### src/rtl/trap_ctrl_pkg.sv
`default_nettype none
//==============================================================================
// Module   : trap_ctrl_pkg
// Desc     : FSM encodings, trap cause codes and helpers for the trap sequencer.
// Revision : 1.0 - initial release
//==============================================================================
package trap_ctrl_pkg;

    typedef logic [1:0] trap_state_t;

    localparam trap_state_t ST_IDLE   = 2'd0;
    localparam trap_state_t ST_ENTER  = 2'd1;
    localparam trap_state_t ST_VECTOR = 2'd2;
    localparam trap_state_t ST_RETURN = 2'd3;

    localparam logic [3:0] TRAP_CAUSE_MEI = 4'd11;
    localparam logic [3:0] TRAP_CAUSE_MSI = 4'd3;
    localparam logic [3:0] TRAP_CAUSE_MTI = 4'd7;

    localparam logic [1:0] MTVEC_MODE_VECTORED = 2'b01;

    // Bit positions inside the packed {ext, sw, timer} request vector
    localparam int C_IRQ_EXT = 2;
    localparam int C_IRQ_SW  = 1;
    localparam int C_IRQ_TMR = 0;

    typedef struct packed {
        logic       ie_type;
        logic [3:0] code;
    } trap_cause_t;

    // Fixed-priority encoder: external > software > timer
    function automatic logic [3:0] irq_cause(input logic [2:0] irq);
        logic [3:0] code;
        code = TRAP_CAUSE_MTI;
        if (irq[C_IRQ_EXT]) begin
            code = TRAP_CAUSE_MEI;
        end else if (irq[C_IRQ_SW]) begin
            code = TRAP_CAUSE_MSI;
        end
        return code;
    endfunction

endpackage : trap_ctrl_pkg
`default_nettype wire

### src/rtl/trap_ctrl_if.sv
`default_nettype none
//==============================================================================
// Module   : trap_ctrl_if
// Desc     : Bundle between WB stage / CSR file / fetch and the trap sequencer.
// Revision : 1.0 - initial release
//==============================================================================
interface trap_ctrl_if #(
    parameter int XLEN = 32
);
    // Event and context inputs
    logic            exc_valid_i;
    logic [3:0]      exc_code_i;
    logic [XLEN-1:0] exc_pc_i;
    logic [XLEN-1:0] exc_tval_i;
    logic            mret_i;
    logic            wb_valid_i;
    logic [XLEN-1:0] wb_pc_i;
    logic            irq_ext_i;
    logic            irq_sw_i;
    logic            irq_timer_i;
    logic            mstatus_mie_i;
    logic [XLEN-1:0] mtvec_i;
    logic [XLEN-1:0] mepc_i;

    // CSR strobes, flush and redirect outputs
    logic            kill_wb_o;
    logic            set_mcause_o;
    logic            set_mepc_o;
    logic            set_mtval_o;
    logic            ecall_en_o;
    logic            mret_en_o;
    logic            ie_type_o;
    logic [3:0]      exception_code_o;
    logic [XLEN-1:0] epc_o;
    logic [XLEN-1:0] mtval_o;
    logic            flush_o;
    logic            redirect_valid_o;
    logic [XLEN-1:0] redirect_pc_o;
    logic            busy_o;

    modport master (
        output exc_valid_i, exc_code_i, exc_pc_i, exc_tval_i, mret_i,
               wb_valid_i, wb_pc_i, irq_ext_i, irq_sw_i, irq_timer_i,
               mstatus_mie_i, mtvec_i, mepc_i,
        input  kill_wb_o, set_mcause_o, set_mepc_o, set_mtval_o, ecall_en_o,
               mret_en_o, ie_type_o, exception_code_o, epc_o, mtval_o,
               flush_o, redirect_valid_o, redirect_pc_o, busy_o
    );

    modport slave (
        input  exc_valid_i, exc_code_i, exc_pc_i, exc_tval_i, mret_i,
               wb_valid_i, wb_pc_i, irq_ext_i, irq_sw_i, irq_timer_i,
               mstatus_mie_i, mtvec_i, mepc_i,
        output kill_wb_o, set_mcause_o, set_mepc_o, set_mtval_o, ecall_en_o,
               mret_en_o, ie_type_o, exception_code_o, epc_o, mtval_o,
               flush_o, redirect_valid_o, redirect_pc_o, busy_o
    );

endinterface : trap_ctrl_if
`default_nettype wire

### src/rtl/trap_ctrl_irq_sync.sv
`default_nettype none
//==============================================================================
// Module   : irq_sync
// Desc     : Parameterized-width two-flop synchronizer, async active-low reset.
// Revision : 1.0 - initial release
//==============================================================================
module irq_sync #(
    parameter int WIDTH = 1
) (
    input  logic             clk,
    input  logic             rst_n,
    input  logic [WIDTH-1:0] d,
    output logic [WIDTH-1:0] q
);

    logic [WIDTH-1:0] r_meta;
    logic [WIDTH-1:0] r_sync;

    always_ff @(posedge clk or negedge rst_n) begin
        if (!rst_n) begin
            r_meta <= '0;
            r_sync <= '0;
        end else begin
            r_meta <= d;
            r_sync <= r_meta;
        end
    end

    assign q = r_sync;

endmodule : irq_sync
`default_nettype wire

### src/rtl/trap_ctrl.sv
`default_nettype none
//==============================================================================
// Module   : trap_ctrl
// Desc     : Machine-mode trap sequencer beside the WB-stage CSR file.
//            Optional macro TRAP_VECTORED_EN enables vectored interrupt targets.
// Revision : 1.0 - initial release
//==============================================================================
module trap_ctrl
    import trap_ctrl_pkg::*;
#(
    parameter int XLEN = 32
) (
    input  logic       clk,
    input  logic       rst_n,
    trap_ctrl_if.slave bus
);

    trap_state_t     r_state;
    trap_state_t     w_state_nxt;

    logic [2:0]      w_irq_sync;
    logic            w_idle;
    logic            w_irq_req;
    logic            w_take_exc;
    logic            w_take_mret;
    logic            w_take_irq;
    logic            w_accept;

    trap_cause_t     r_cause;
    logic [XLEN-1:0] r_epc;
    logic [XLEN-1:0] r_tval;

    logic [XLEN-1:0] w_base;
    logic [XLEN-1:0] w_target;

    logic            w_enter_stb;
    logic            w_mret_en;
    logic            w_flush;
    logic            w_redir_valid;
    logic [XLEN-1:0] w_redir_pc;

    irq_sync #(
        .WIDTH (3)
    ) u_irq_sync (
        .clk   (clk),
        .rst_n (rst_n),
        .d     ({bus.irq_ext_i, bus.irq_sw_i, bus.irq_timer_i}),
        .q     (w_irq_sync)
    );

    // Accept decode: exception beats mret beats interrupt; nothing is taken while busy
    assign w_idle      = (r_state == ST_IDLE);
    assign w_irq_req   = bus.mstatus_mie_i && bus.wb_valid_i && (|w_irq_sync);
    assign w_take_exc  = w_idle && bus.exc_valid_i;
    assign w_take_mret = w_idle && !bus.exc_valid_i && bus.mret_i;
    assign w_take_irq  = w_idle && !bus.exc_valid_i && !bus.mret_i && w_irq_req;
    assign w_accept    = w_take_exc || w_take_mret || w_take_irq;

    //--------------------------------------------------------------------------
    // FSM state register
    //--------------------------------------------------------------------------
    always_ff @(posedge clk or negedge rst_n) begin
        if (!rst_n) begin
            r_state <= ST_IDLE;
        end else begin
            r_state <= w_state_nxt;
        end
    end

    //--------------------------------------------------------------------------
    // FSM next-state logic
    //--------------------------------------------------------------------------
    always_comb begin
        w_state_nxt = r_state;
        case (r_state)
            ST_IDLE: begin
                if (w_take_mret) begin
                    w_state_nxt = ST_RETURN;
                end else if (w_take_exc || w_take_irq) begin
                    w_state_nxt = ST_ENTER;
                end
            end
            ST_ENTER:  w_state_nxt = ST_VECTOR;
            ST_VECTOR: w_state_nxt = ST_IDLE;
            ST_RETURN: w_state_nxt = ST_IDLE;
            default:   w_state_nxt = ST_IDLE;
        endcase
    end

    //--------------------------------------------------------------------------
    // Trap context latched at accept; mret leaves it untouched
    //--------------------------------------------------------------------------
    always_ff @(posedge clk or negedge rst_n) begin
        if (!rst_n) begin
            r_cause <= '0;
            r_epc   <= '0;
            r_tval  <= '0;
        end else if (w_take_exc) begin
            r_cause <= '{ie_type: 1'b0, code: bus.exc_code_i};
            r_epc   <= bus.exc_pc_i;
            r_tval  <= bus.exc_tval_i;
        end else if (w_take_irq) begin
            r_cause <= '{ie_type: 1'b1, code: irq_cause(w_irq_sync)};
            r_epc   <= bus.wb_pc_i;
            r_tval  <= '0;
        end
    end

    //--------------------------------------------------------------------------
    // Trap target: base, or base + 4*cause for interrupts in vectored mode
    //--------------------------------------------------------------------------
    assign w_base = {bus.mtvec_i[XLEN-1:2], 2'b00};

`ifdef TRAP_VECTORED_EN
    always_comb begin
        w_target = w_base;
        if (r_cause.ie_type && (bus.mtvec_i[1:0] == MTVEC_MODE_VECTORED)) begin
            w_target = w_base + {{(XLEN-6){1'b0}}, r_cause.code, 2'b00};
        end
    end
`else
    logic w_unused_mode;
    assign w_unused_mode = ^bus.mtvec_i[1:0];
    assign w_target      = w_base;
`endif

    //--------------------------------------------------------------------------
    // FSM outputs: pure state decodes
    //--------------------------------------------------------------------------
    always_comb begin
        w_enter_stb   = 1'b0;
        w_mret_en     = 1'b0;
        w_flush       = 1'b0;
        w_redir_valid = 1'b0;
        w_redir_pc    = '0;
        case (r_state)
            ST_ENTER: begin
                w_enter_stb = 1'b1;
                w_flush     = 1'b1;
            end
            ST_VECTOR: begin
                w_flush       = 1'b1;
                w_redir_valid = 1'b1;
                w_redir_pc    = w_target;
            end
            ST_RETURN: begin
                w_mret_en     = 1'b1;
                w_flush       = 1'b1;
                w_redir_valid = 1'b1;
                w_redir_pc    = bus.mepc_i;
            end
            default: begin
                w_enter_stb = 1'b0;
            end
        endcase
    end

    // kill is the only combinational output; held low while reset is asserted
    assign bus.kill_wb_o        = w_accept && rst_n;
    assign bus.set_mcause_o     = w_enter_stb;
    assign bus.set_mepc_o       = w_enter_stb;
    assign bus.set_mtval_o      = w_enter_stb;
    assign bus.ecall_en_o       = w_enter_stb;
    assign bus.mret_en_o        = w_mret_en;
    assign bus.ie_type_o        = r_cause.ie_type;
    assign bus.exception_code_o = r_cause.code;
    assign bus.epc_o            = r_epc;
    assign bus.mtval_o          = r_tval;
    assign bus.flush_o          = w_flush;
    assign bus.redirect_valid_o = w_redir_valid;
    assign bus.redirect_pc_o    = w_redir_pc;
    assign bus.busy_o           = !w_idle;

endmodule : trap_ctrl
`default_nettype wire

### src/flat_wrapper.sv
// flat-port wrapper written by rule: the top's interface ports become plain ports
module trap_ctrl_flat import trap_ctrl_pkg::*;
#(
    parameter int XLEN = 32
)
  (clk, rst_n, bus_exc_valid_i, bus_exc_code_i, bus_exc_pc_i, bus_exc_tval_i, bus_mret_i, bus_wb_valid_i, bus_wb_pc_i, bus_irq_ext_i, bus_irq_sw_i, bus_irq_timer_i, bus_mstatus_mie_i, bus_mtvec_i, bus_mepc_i, bus_kill_wb_o, bus_set_mcause_o, bus_set_mepc_o, bus_set_mtval_o, bus_ecall_en_o, bus_mret_en_o, bus_ie_type_o, bus_exception_code_o, bus_epc_o, bus_mtval_o, bus_flush_o, bus_redirect_valid_o, bus_redirect_pc_o, bus_busy_o);
  trap_ctrl_if #(.XLEN(XLEN)) bus_i ();
  input  logic clk;
  input  logic rst_n;
  input wire logic [$bits(bus_i.exc_valid_i)-1:0] bus_exc_valid_i;
  input wire logic [$bits(bus_i.exc_code_i)-1:0] bus_exc_code_i;
  input wire logic [$bits(bus_i.exc_pc_i)-1:0] bus_exc_pc_i;
  input wire logic [$bits(bus_i.exc_tval_i)-1:0] bus_exc_tval_i;
  input wire logic [$bits(bus_i.mret_i)-1:0] bus_mret_i;
  input wire logic [$bits(bus_i.wb_valid_i)-1:0] bus_wb_valid_i;
  input wire logic [$bits(bus_i.wb_pc_i)-1:0] bus_wb_pc_i;
  input wire logic [$bits(bus_i.irq_ext_i)-1:0] bus_irq_ext_i;
  input wire logic [$bits(bus_i.irq_sw_i)-1:0] bus_irq_sw_i;
  input wire logic [$bits(bus_i.irq_timer_i)-1:0] bus_irq_timer_i;
  input wire logic [$bits(bus_i.mstatus_mie_i)-1:0] bus_mstatus_mie_i;
  input wire logic [$bits(bus_i.mtvec_i)-1:0] bus_mtvec_i;
  input wire logic [$bits(bus_i.mepc_i)-1:0] bus_mepc_i;
  output wire logic [$bits(bus_i.kill_wb_o)-1:0] bus_kill_wb_o;
  output wire logic [$bits(bus_i.set_mcause_o)-1:0] bus_set_mcause_o;
  output wire logic [$bits(bus_i.set_mepc_o)-1:0] bus_set_mepc_o;
  output wire logic [$bits(bus_i.set_mtval_o)-1:0] bus_set_mtval_o;
  output wire logic [$bits(bus_i.ecall_en_o)-1:0] bus_ecall_en_o;
  output wire logic [$bits(bus_i.mret_en_o)-1:0] bus_mret_en_o;
  output wire logic [$bits(bus_i.ie_type_o)-1:0] bus_ie_type_o;
  output wire logic [$bits(bus_i.exception_code_o)-1:0] bus_exception_code_o;
  output wire logic [$bits(bus_i.epc_o)-1:0] bus_epc_o;
  output wire logic [$bits(bus_i.mtval_o)-1:0] bus_mtval_o;
  output wire logic [$bits(bus_i.flush_o)-1:0] bus_flush_o;
  output wire logic [$bits(bus_i.redirect_valid_o)-1:0] bus_redirect_valid_o;
  output wire logic [$bits(bus_i.redirect_pc_o)-1:0] bus_redirect_pc_o;
  output wire logic [$bits(bus_i.busy_o)-1:0] bus_busy_o;
  assign bus_i.exc_valid_i = bus_exc_valid_i;
  assign bus_i.exc_code_i = bus_exc_code_i;
  assign bus_i.exc_pc_i = bus_exc_pc_i;
  assign bus_i.exc_tval_i = bus_exc_tval_i;
  assign bus_i.mret_i = bus_mret_i;
  assign bus_i.wb_valid_i = bus_wb_valid_i;
  assign bus_i.wb_pc_i = bus_wb_pc_i;
  assign bus_i.irq_ext_i = bus_irq_ext_i;
  assign bus_i.irq_sw_i = bus_irq_sw_i;
  assign bus_i.irq_timer_i = bus_irq_timer_i;
  assign bus_i.mstatus_mie_i = bus_mstatus_mie_i;
  assign bus_i.mtvec_i = bus_mtvec_i;
  assign bus_i.mepc_i = bus_mepc_i;
  assign bus_kill_wb_o = bus_i.kill_wb_o;
  assign bus_set_mcause_o = bus_i.set_mcause_o;
  assign bus_set_mepc_o = bus_i.set_mepc_o;
  assign bus_set_mtval_o = bus_i.set_mtval_o;
  assign bus_ecall_en_o = bus_i.ecall_en_o;
  assign bus_mret_en_o = bus_i.mret_en_o;
  assign bus_ie_type_o = bus_i.ie_type_o;
  assign bus_exception_code_o = bus_i.exception_code_o;
  assign bus_epc_o = bus_i.epc_o;
  assign bus_mtval_o = bus_i.mtval_o;
  assign bus_flush_o = bus_i.flush_o;
  assign bus_redirect_valid_o = bus_i.redirect_valid_o;
  assign bus_redirect_pc_o = bus_i.redirect_pc_o;
  assign bus_busy_o = bus_i.busy_o;
  trap_ctrl #(.XLEN(XLEN)) u_core (.clk(clk), .rst_n(rst_n), .bus(bus_i));
endmodule
### config.mk
export PLATFORM = sky130hd
export DESIGN_NAME = trap_ctrl_flat
export DESIGN_NICKNAME = d
export VERILOG_FILES = /design/src/rtl/trap_ctrl_pkg.sv /design/src/rtl/trap_ctrl_if.sv /design/src/rtl/trap_ctrl_irq_sync.sv /design/src/rtl/trap_ctrl.sv /design/src/flat_wrapper.sv
export SDC_FILE = /design/constraint.sdc
export NUM_CORES = 1
export LEC_CHECK = 0
export ABC_AREA = 1
export BUFFER_PORTS_ARGS = -buffer_cell sky130_fd_sc_hd__buf_4
export CAP_MARGIN = 30
export CORE_AREA = 3 3 110 112
export DETAILED_ROUTE_END_ITERATION = 12
export DIE_AREA = 0 0 113 115
export PLACE_DENSITY = 0.76
export SETUP_SLACK_MARGIN = 0.4
export SLEW_MARGIN = 20
export SYNTH_ARGS = -nofsm -noshare
export SYNTH_HDL_FRONTEND = slang
export SYNTH_SLANG_ARGS = --single-unit
### constraint.sdc
create_clock -name clk -period 1.7 [get_ports clk]
set_clock_uncertainty 0.15 [all_clocks]
set_input_delay 0.17 -clock clk [delete_from_list [all_inputs] [get_ports clk]]
set_output_delay 0.17 -clock clk [all_outputs]
set_load 0.02 [all_outputs]
==> results of run 1 <==
-- layer usage --
layer / up-vias / wire length, microns / part of all wire
met3: 34 / 1740 / 0.096
met5: - / 0 / 0
li1: 2460 / - / -
met1: 2446 / 6520 / 0.36
met4: 0 / 473 / 0.026
met2: 257 / 9420 / 0.52
-- cell families after synthesis --
logic type | Yosys count
and+or+nand+nor | 412
DFF | 77
buffers and inverters | 53
AOI/OAI and AO/OA | 4
-- registers in the layout, indices dropped and copies added, names as in the netlist --
signal                       count
u_core.u_irq_sync.r_meta         3
u_core.bus.exception_code_o      4
u_core.bus.epc_o                32
u_core.u_irq_sync.q              3
u_core.bus.ie_type_o             1
u_core.r_state                   2
u_core.bus.mtval_o              32
-- worst reg2reg max path: stages (launching register included) --
cell     delay [ns]
dfrtp_2        0.43
nor2_4         0.15
nand2_2        0.09
nor2_4         0.10
nand2_4        0.06
buf_4          0.14
buf_12         0.15
buf_16         0.18
nand3_1        0.11
nand2_1        0.08
-- final cells by class --
class / instances / area, sq um
clock buffers: 10 / 229
well taps: 143 / 179
flip-flops and latches: 77 / 1930
fillers: 797 / 3120
multi-input cells: 416 / 1980
repair buffers: 404 / 3770
diodes: 2 / 5.00
clock inverters: 6 / 61.3
inverters: 10 / 47.5
-- path summary, 6_finish.rpt --
check | from | to | slack (ns) | depth (start not counted)
worst max-delay path | u_core.r_state[0] | u_core.bus.mtval_o[3] | -0.05 | 9
worst min-delay path | bus_mret_i | u_core.r_state[0] | 0.003 | 3
worst max register to register | u_core.r_state[0] | u_core.bus.mtval_o[3] | -0.05 | 9
worst min register to register | u_core.u_irq_sync.r_meta[2] | u_core.u_irq_sync.q[2] | 0.20 | 0
max in group asynchronous | rst_n | u_core.r_state[1] | 0.71 | 3
min in group asynchronous | rst_n | u_core.bus.epc_o[3] | 0.33 | 3
-- power by group --
part / switching, mW / total (mW) / internal, mW
Sequential: 0.541 / 3.18 / 2.64
Combinational: 4.37 / 8.02 / 3.65
Clock: 0.758 / 1.89 / 1.14
-- stage by stage --
stage | instance area [sq um] | setup TNS (ns) | setup WS (ns) | hold WS, ns
global placement | 6300 | 0 | 0.111 | 0.122
global route | 8200 | -6.34 | -0.141 | 0.0141
finish | 8200 | -0.703 | -0.0482 | 0.00310
CTS | 7850 | -0.328 | -0.0508 | -0.00917
floorplan | 4110 | 0 | 0.234 | -0.276
detailed placement | 6300 | 0 | 0.0710 | 0.118
-- what timing repair did --
item / CTS / global route
cloned: 6 / 7
gates resized for setup: 46 / 34
setup buffers: 6 / 2
endpoints found under the setup margin: 110 / 111
pin swaps: 7 / 4
hold endpoints to repair: 143 / 0
hold buffers: 87 / 0
-- synthesized netlist by cell type, types with 2 or more instances --
library cell / n
nand2_1: 302
nand3_1: 99
dfrtp_1: 77
buf_2: 16
clkbuf_1: 14
buf_4: 9
inv_1: 9
buf_6: 4
nor2_1: 4
nand2_2: 2
or2_2: 2
==> out/metrics.yaml, run 1 <==
power.leakage_nw: 4.46
antenna_found_initial: 0
synth_edf_count: 0
ys_async_sr_fraction: 1.00
yosysTopAreaCell: "dfrtp_1"
path_cells: "nor2_4, nand2_2, nor2_4, nand2_4, buf_4, buf_12, buf_16, nand3_1, nand2_1"
grt_util_met2: 0.462
synth_ff_type: "dfrtp_1"
rsz0062_at_grt: "true"
drt_iter0_drc: 260
power_density_mw_per_mm2: 1600
layout_common_cells: "nand2_1 (267), buf_4 (266), dlygate4sd3_1 (87), nand3_1 (79), dfrtp_1 (75)"
port_buffers: 280
grt_use_total: 0.257
endpoint_kind: "register"
fmax_mhz: 572
dp.cells: 942
cap_violations: 0
path_max_fanout: 22
netlist.area_leader.share: 0.490
detail_route.vias_per_cell: 4.87
busiest_layer: "met2"
crit_type: "register to register"
synthMuxAreaShare: 0
grt_max_degree: 78
synthTopCellsByArea: "dfrtp_1 (49%), nand2_1 (29%), nand3_1 (13%)"
grt_pass1_wl_mm: 26.5
synth.avg_cell_area_sq_um: 7.20
peakVddDrop_mv: 1.03
seq_area_frac_synth: 0.490
violations: "negative setup slack"
final_cells: 1068
gr-usage-met3: 0.0763
syn_inst: 546
synthXorXnorAreaFrac: 0
outcome: "finished, violations left"
finalHoldViolations: 0
die_h_microns: 115
ys_warn_count: 0
utilization: 0.725
p_total_mw: 13.1
timing.final.ws_setup_ns: -0.0482
cp-start-kind: "register"
synth_compound_area_frac: 0.00605
grt_pass1_vias: 5126
synthSimpleGateAreaFrac: 0.432
critPathMaxStageDelay_ns: 0.43
gr-total-overflow: 0
slowest_stage: "dfrtp_2"
root_buffer: "clkbuf_16"
core_sq_mm: 0.0113
slew_viol_final: 0
clock_latency_ns: 0.33
cts_tree: "done"
fin_nets: 1091
wirelength_mm: 18.1
met1_usage: 0.282
arrival_ns: 1.81
min_period_ns: 1.75
final_antenna_net_count: 0
cts_max_level: 3
setup_viol: 35
hp-class: "input pin to register"
syn_area_sq_mm: 0.00393
fin_crit_sh: 1.03
ys_ff_latch: 77
die_area_sq_mm: 0.0130
initial_core_util: 0.347
cp.required_ns: 1.76
path_delay_family: "simple AND/OR/NAND/NOR gates"
crit_top_cell: "nor2_4"
cts_sinks: 77
crit_buf_inv: 3
yosys.cell_types.count: 19
max_slew_margin: 0.723
firstDrtPassIters: 4
drc: 0
drive_gt1_frac: 0.438
synth_adder_area_share: 0
rows: 39
cts_buffers: 9
synth_top_family_by_area: "simple AND/OR/NAND/NOR gates"
vias: 5197
cts_max_path_buffers: 2
worst_slew_pin_slew_ns: 0.416
io_pins: 283
area_growth_pct: 109
syn_nets: 719
die_x_microns: 113
path_clk_slew_ns: 0.06
post_drt_wl_per_cell_microns: 17.0
routabilityCongestion: 0.867
final_common_cell: "nand2_1"
dp.final_hpwl_mm: 10.6
(Power assumes the default switching activity.)
==> run 2, diff against run 1 <==
Settings changed: SKIP_LAST_GASP from default to 1, SLEW_MARGIN 20 to 30.
==> run 2 against run 1 <==
- the run still ends with negative setup slack left
- wire length decreased by 0.75%
- final area decreased by 1.6%
- sequential power about the same
- global-route usage decreased by 0.10 points
- sequential share of layout area increased by 0.39 points
- die area unchanged
- maximum frequency increased by 0.10%
- largest cell class unchanged
- largest power group unchanged
- utilization decreased by 1.2 points
- count of clock-buffer cells in the layout unchanged
- highest routed layer unchanged
- critical path depth increased by 1
==> out/metrics.yaml, run 2 (synthesis gave the netlist of run 1 again) <==
setup_viol: 46
tns_ns: -0.774
hp-class: "input pin to register"
cts_max_path_buffers: 2
path_max_fanout: 8
rsz0062_at_grt: "true"
final_common_cell: "buf_4"
cp-start-kind: "register"
wirelength_mm: 18.0
cts_sinks: 77
die_x_microns: 113
core_sq_mm: 0.0113
r2r_setup_slack_ns: -0.05
path_delay_family: "simple AND/OR/NAND/NOR gates"
peakVddDrop_mv: 1.02
fin_nets: 1091
routabilityCongestion: 0.867
cap_violations: 0
fin_crit_sh: 1.03
slowest_stage: "dfrtp_2"
path_cells: "nor2_4, nand2_2, nor2_4, nand2_4, buf_4, buf_12, nand2_8, clkbuf_16, nand2_1, nand2_1"
crit_buf_inv: 3
p_switching_mw: 5.59
detail_route.vias_per_cell: 4.85
area_growth_pct: 105
max_slew_margin: 0.721
dr_wl_met3_mm: 1.81
final_cell_area_sq_mm: 0.00807
cts_max_level: 3
die_h_microns: 115
port_buffers: 280
clock_power_share: 0.146
slew_viol_final: 0
seqCellArea_sq_mm: 0.00193
grt_pass1_wl_mm: 26.4
vias: 5183
path_clk_slew_ns: 0.05
io_pins: 283
seq_power_share: 0.245
fmax_mhz: 573
p_total_mw: 12.9
finalHoldViolations: 0
p_comb_frac: 0.609
gr-total-overflow: 0
firstDrtPassIters: 7
place_area_sq_mm: 0.00630
wl_met1_mm: 6.32
rows: 39
drt_iter0_drc: 304
drive_gt1_frac: 0.419
routed.top_layer: "met4"
wl_met2_mm: 9.38
outcome: "finished, violations left"
final_antenna_net_count: 0
cts_tree: "done"
multi_input_area_sq_mm: 0.00190
swShare: 0.434
cts_buffers: 9
internal-power_mw: 7.31
post_drt_wl_per_cell_microns: 16.9
layout_common_cells: "buf_4 (280), nand2_1 (269), nand3_1 (94), dlygate4sd3_1 (87), dfrtp_1 (75)"
arrival_ns: 1.85
cp.required_ns: 1.81
grt_max_degree: 78
violations: "negative setup slack"
grt_use_total: 0.256
worst_slew_pin_slew_ns: 0.418
drc: 0
antenna_found_initial: 0
num-fill-cells: 822
timing.final.ws_setup_ns: -0.0464
dp.final_hpwl_mm: 10.6
min_period_ns: 1.75
root_buffer: "clkbuf_16"
clock_latency_ns: 0.32
crit_type: "register to register"
die_area_sq_mm: 0.0130
endpoint_kind: "register"
critPathMaxStageDelay_ns: 0.43
grt_pass1_vias: 5128
power.leakage_nw: 4.42
initial_core_util: 0.347
power_density_mw_per_mm2: 1600
## run 2: power groups by stage
stage / clock (mW) / combinational (mW) / sequential [mW]
detailed placement: 0 / 6.69 / 3.12
global placement: 0 / 6.61 / 3.10
finish: 1.88 / 7.86 / 3.16
CTS: 1.91 / 7.47 / 3.12
global route: 1.99 / 8.39 / 3.24
floorplan: 0 / 3.00 / 4.01
## run 2: final timing paths
kind,endpoint,cells after the start,startpoint
worst min-delay path,u_core.r_state[0],3,bus_mret_i
worst min register to register,u_core.u_irq_sync.q[2],0,u_core.u_irq_sync.r_meta[2]
min in group asynchronous,u_core.bus.mtval_o[22],3,rst_n
max in group asynchronous,u_core.r_state[1],3,rst_n
worst max register to register,u_core.bus.epc_o[8],10,u_core.r_state[0]
worst max-delay path,u_core.bus.epc_o[8],10,u_core.r_state[0]
## run 2: stage by stage
step	utilization	cells	hold slack, ns	worst slack, ns
finish	0.713	1068	0.00155	-0.0464
global route	0.712	1066	0.0109	-0.122
CTS	0.689	1057	-0.00917	-0.0508
detailed placement	0.556	942	0.118	0.0710
global placement	0.556	942	0.122	0.111
floorplan	-	546	-0.276	0.234
## run 2: tightest hold or removal path, stage by stage
cell	delay [ns]
buf_4	0.09
o21ai_1	0.10
nand2_1	0.08
## run 2: layer usage
layer | up-vias | GRT usage
li1 | 2461 | -
met1 | 2426 | 0.277
met2 | 262 | 0.462
met3 | 34 | 0.0784
met4 | 0 | 0.115
met5 | - | 0
## run 2: what timing repair did
item,4_1_cts,5_1_grt
buffers inserted,6,2
cloned,6,7
hold buffers,87,0
pin swaps,7,4
hold endpoints to repair,143,0
gates resized for setup,32,17
setup endpoints to repair,110,111
## run 2: layout make-up
type	count	share of cell area
Tap cell	143	0.0222
Inverter	10	0.00589
Multi-Input combinational cell	416	0.236
Antenna cell	2	0.000620
Sequential cell	77	0.239
Timing Repair Buffer	404	0.461
Clock buffer	10	0.0284
Clock inverter	6	0.00760
==> run 3, diff against run 2 <==
Settings changed: CORE_AREA 3 3 110 112 to default, CORE_ASPECT_RATIO from default to 0.8, CORE_MARGIN from default to 3, CORE_UTILIZATION from default to 37, CTS_CLUSTER_SIZE from default to 40, DIE_AREA 0 0 113 115 to default, PLACE_DENSITY 0.76 to 0.83.
Clock period 1.7 ns to 1.6 ns, I/O delays scaled along.
==> run 3 against run 2 <==
- the run still ends with negative setup slack left
- count of clock-buffer cells in the layout is the same
- non-clock buffer count grew 24
- sequential power grew 8.5%
- clock power grew 21%
- final cell count grew 1.8%
- total power grew 19%
- first-iteration DRC count grew 100%
- final area grew 5.8%
- flip-flop and latch count is the same
- die area shrank 8.4%
- critical endpoint is now bus_redirect_pc_o[6]
- largest cell class unchanged
- highest routed layer unchanged
==> out/metrics.yaml, run 3 (synthesis gave the netlist of run 1 again) <==
outcome: "finished, violations left"
violations: "negative setup slack"
cts_tree: "done"
final_common_cell: "nand2_1"
drc: 0
crit_top_cell: "nand2_1"
dp.final_hpwl_mm: 11.1
p_total_mw: 15.3
firstDrtPassIters: 6
power_density_mw_per_mm2: 1790
die_area_sq_mm: 0.0119
cts_sinks: 77
fin_crit_sh: 1.16
post_drt_wl_per_cell_microns: 20.2
path_cells: "buf_12, nand2_8, clkinv_8, nand2_1, nand2_1, buf_4"
peakVddDrop_mv: 1.23
layout_common_cells: "nand2_1 (281), buf_4 (252), dlygate4sd3_1 (99), nand3_1 (86), dfrtp_1 (75)"
gr-total-overflow: 0
routabilityCongestion: 0.886
io_pins: 283
final_antenna_net_count: 0
final_cell_area_sq_mm: 0.00854
drt_iter0_drc: 617
cp-start-kind: "register"
die_h_microns: 98.2
cp.required_ns: 1.29
root_buffer: "clkbuf_16"
cts_max_path_buffers: 2
timing.final.ws_setup_ns: -0.258
fmax_mhz: 538
path_delay_family: "flip-flops"
wirelength_mm: 22.0
slowest_stage: "dfrtp_2"
die_x_microns: 121
clock_latency_ns: 0.33
grt_pass1_vias: 6117
hp-class: "input pin to register"
area_growth_pct: 117
min_period_ns: 1.86
path_max_fanout: 8
grt_max_degree: 78
port_buffers: 280
place_area_sq_mm: 0.00624
crit_buf_inv: 3
path_clk_slew_ns: 0.06
cts_buffers: 9
rows: 32
finalHoldViolations: 0
endpoint_kind: "output pin"
antenna_found_initial: 1
cap_violations: 0
worst_slew_pin_slew_ns: 0.410
num-fill-cells: 482
grt_use_total: 0.340
core_sq_mm: 0.0100
power.leakage_nw: 4.64
max_slew_margin: 0.726
drive_gt1_frac: 0.419
rsz0062_at_grt: "true"
grt_pass1_wl_mm: 31.7
arrival_ns: 1.55
crit_type: "register to output pin"
initial_core_util: 0.393
critPathMaxStageDelay_ns: 0.45
cts_max_level: 3
slew_viol_final: 0
vias: 5811
setup_viol: 103
fin_nets: 1118
detail_route.vias_per_cell: 5.35
==> run 3: cell count changes in the layout (fill, tap and decap cells not counted), moves of 3 or more <==
cell	delta
buf_12	+3
nand3_2	+8
nand2_1	+12
nand3_1	-8
dlygate4sd3_1	+12
buf_6	+39
nand2_2	-15
buf_4	-28
==> run 3: report_power, final <==
part | leakage, nW | switching, mW | total [mW] | internal [mW]
Sequential | 0.952 | 0.621 | 3.43 | 2.80
Clock | 0.165 | 0.844 | 2.27 | 1.43
Combinational | 3.52 | 5.14 | 9.59 | 4.46
==> run 3: routing by layer <==
metal  vias to the layer above  global-route usage  wire (microns)
li1                       2515                   -               -
met1                      2657               0.344            6860
met2                       504               0.615           11100
met3                       135               0.109            2530
met4                         0               0.190            1430
met5                         -                   0               0
==> run 3: cell type report <==
| class | instances | area (sq um) | share of cell area |
|---|---|---|---|
| Timing Repair inverter | 2 | 20.0 | 0.00234 |
| Inverter | 10 | 57.6 | 0.00674 |
| Timing Repair Buffer | 428 | 4090 | 0.479 |
| Multi-Input combinational cell | 417 | 1940 | 0.227 |
| Clock inverter | 6 | 93.8 | 0.0110 |
| Antenna cell | 1 | 2.50 | 0.000293 |
| Clock buffer | 10 | 239 | 0.0280 |
| Tap cell | 136 | 170 | 0.0199 |
| Sequential cell | 77 | 1930 | 0.226 |
==> run 3: stage by stage <==
| step | hold slack [ns] | setup slack (ns) | setup TNS, ns | util | instances |
|---|---|---|---|---|---|
| finish | 0.00632 | -0.258 | -10.77 | 0.853 | 1087 |
| global route | 0.00723 | -0.287 | -17.18 | 0.853 | 1087 |
| CTS | 0.00100 | -0.150 | -7.66 | 0.829 | 1078 |
| detailed placement | 0.0975 | -0.0119 | -0.0323 | 0.624 | 935 |
| global placement | 0.0868 | 0.0346 | 0 | 0.624 | 935 |
| floorplan | -0.286 | 0.134 | 0 | - | 546 |
==> run 3: worst min-delay path: cells and delay by family <==
| family | cells | cell delay, ns |
|---|---|---|
| buf+inv | 1 | 0.08 |
| simple gates | 4 | 0.22 |
==> run 3: final timing paths <==
| path | depth (start not counted) | end | slack (ns) | start |
|---|---|---|---|---|
| setup / recovery | 6 | bus_redirect_pc_o[6] | -0.26 | u_core.r_state[1] |
| hold / removal | 5 | u_core.bus.epc_o[17] | 0.006 | bus_exc_pc_i[17] |
| setup reg to reg | 10 | u_core.bus.epc_o[24] | -0.17 | u_core.r_state[1] |
| hold reg to reg | 0 | u_core.u_irq_sync.q[2] | 0.20 | u_core.u_irq_sync.r_meta[2] |
| max in group asynchronous | 3 | u_core.r_state[0] | 0.64 | rst_n |
| min in group asynchronous | 3 | u_core.bus.epc_o[30] | 0.34 | rst_n |
==> run 3: timing repair <==
item	4_1_cts	5_1_grt
cloned	10	7
gates resized for setup	89	20
setup buffers	18	1
pin swaps	12	3
hold buffers	99	0
hold endpoints to repair	147	0
endpoints found under the setup margin	138	174
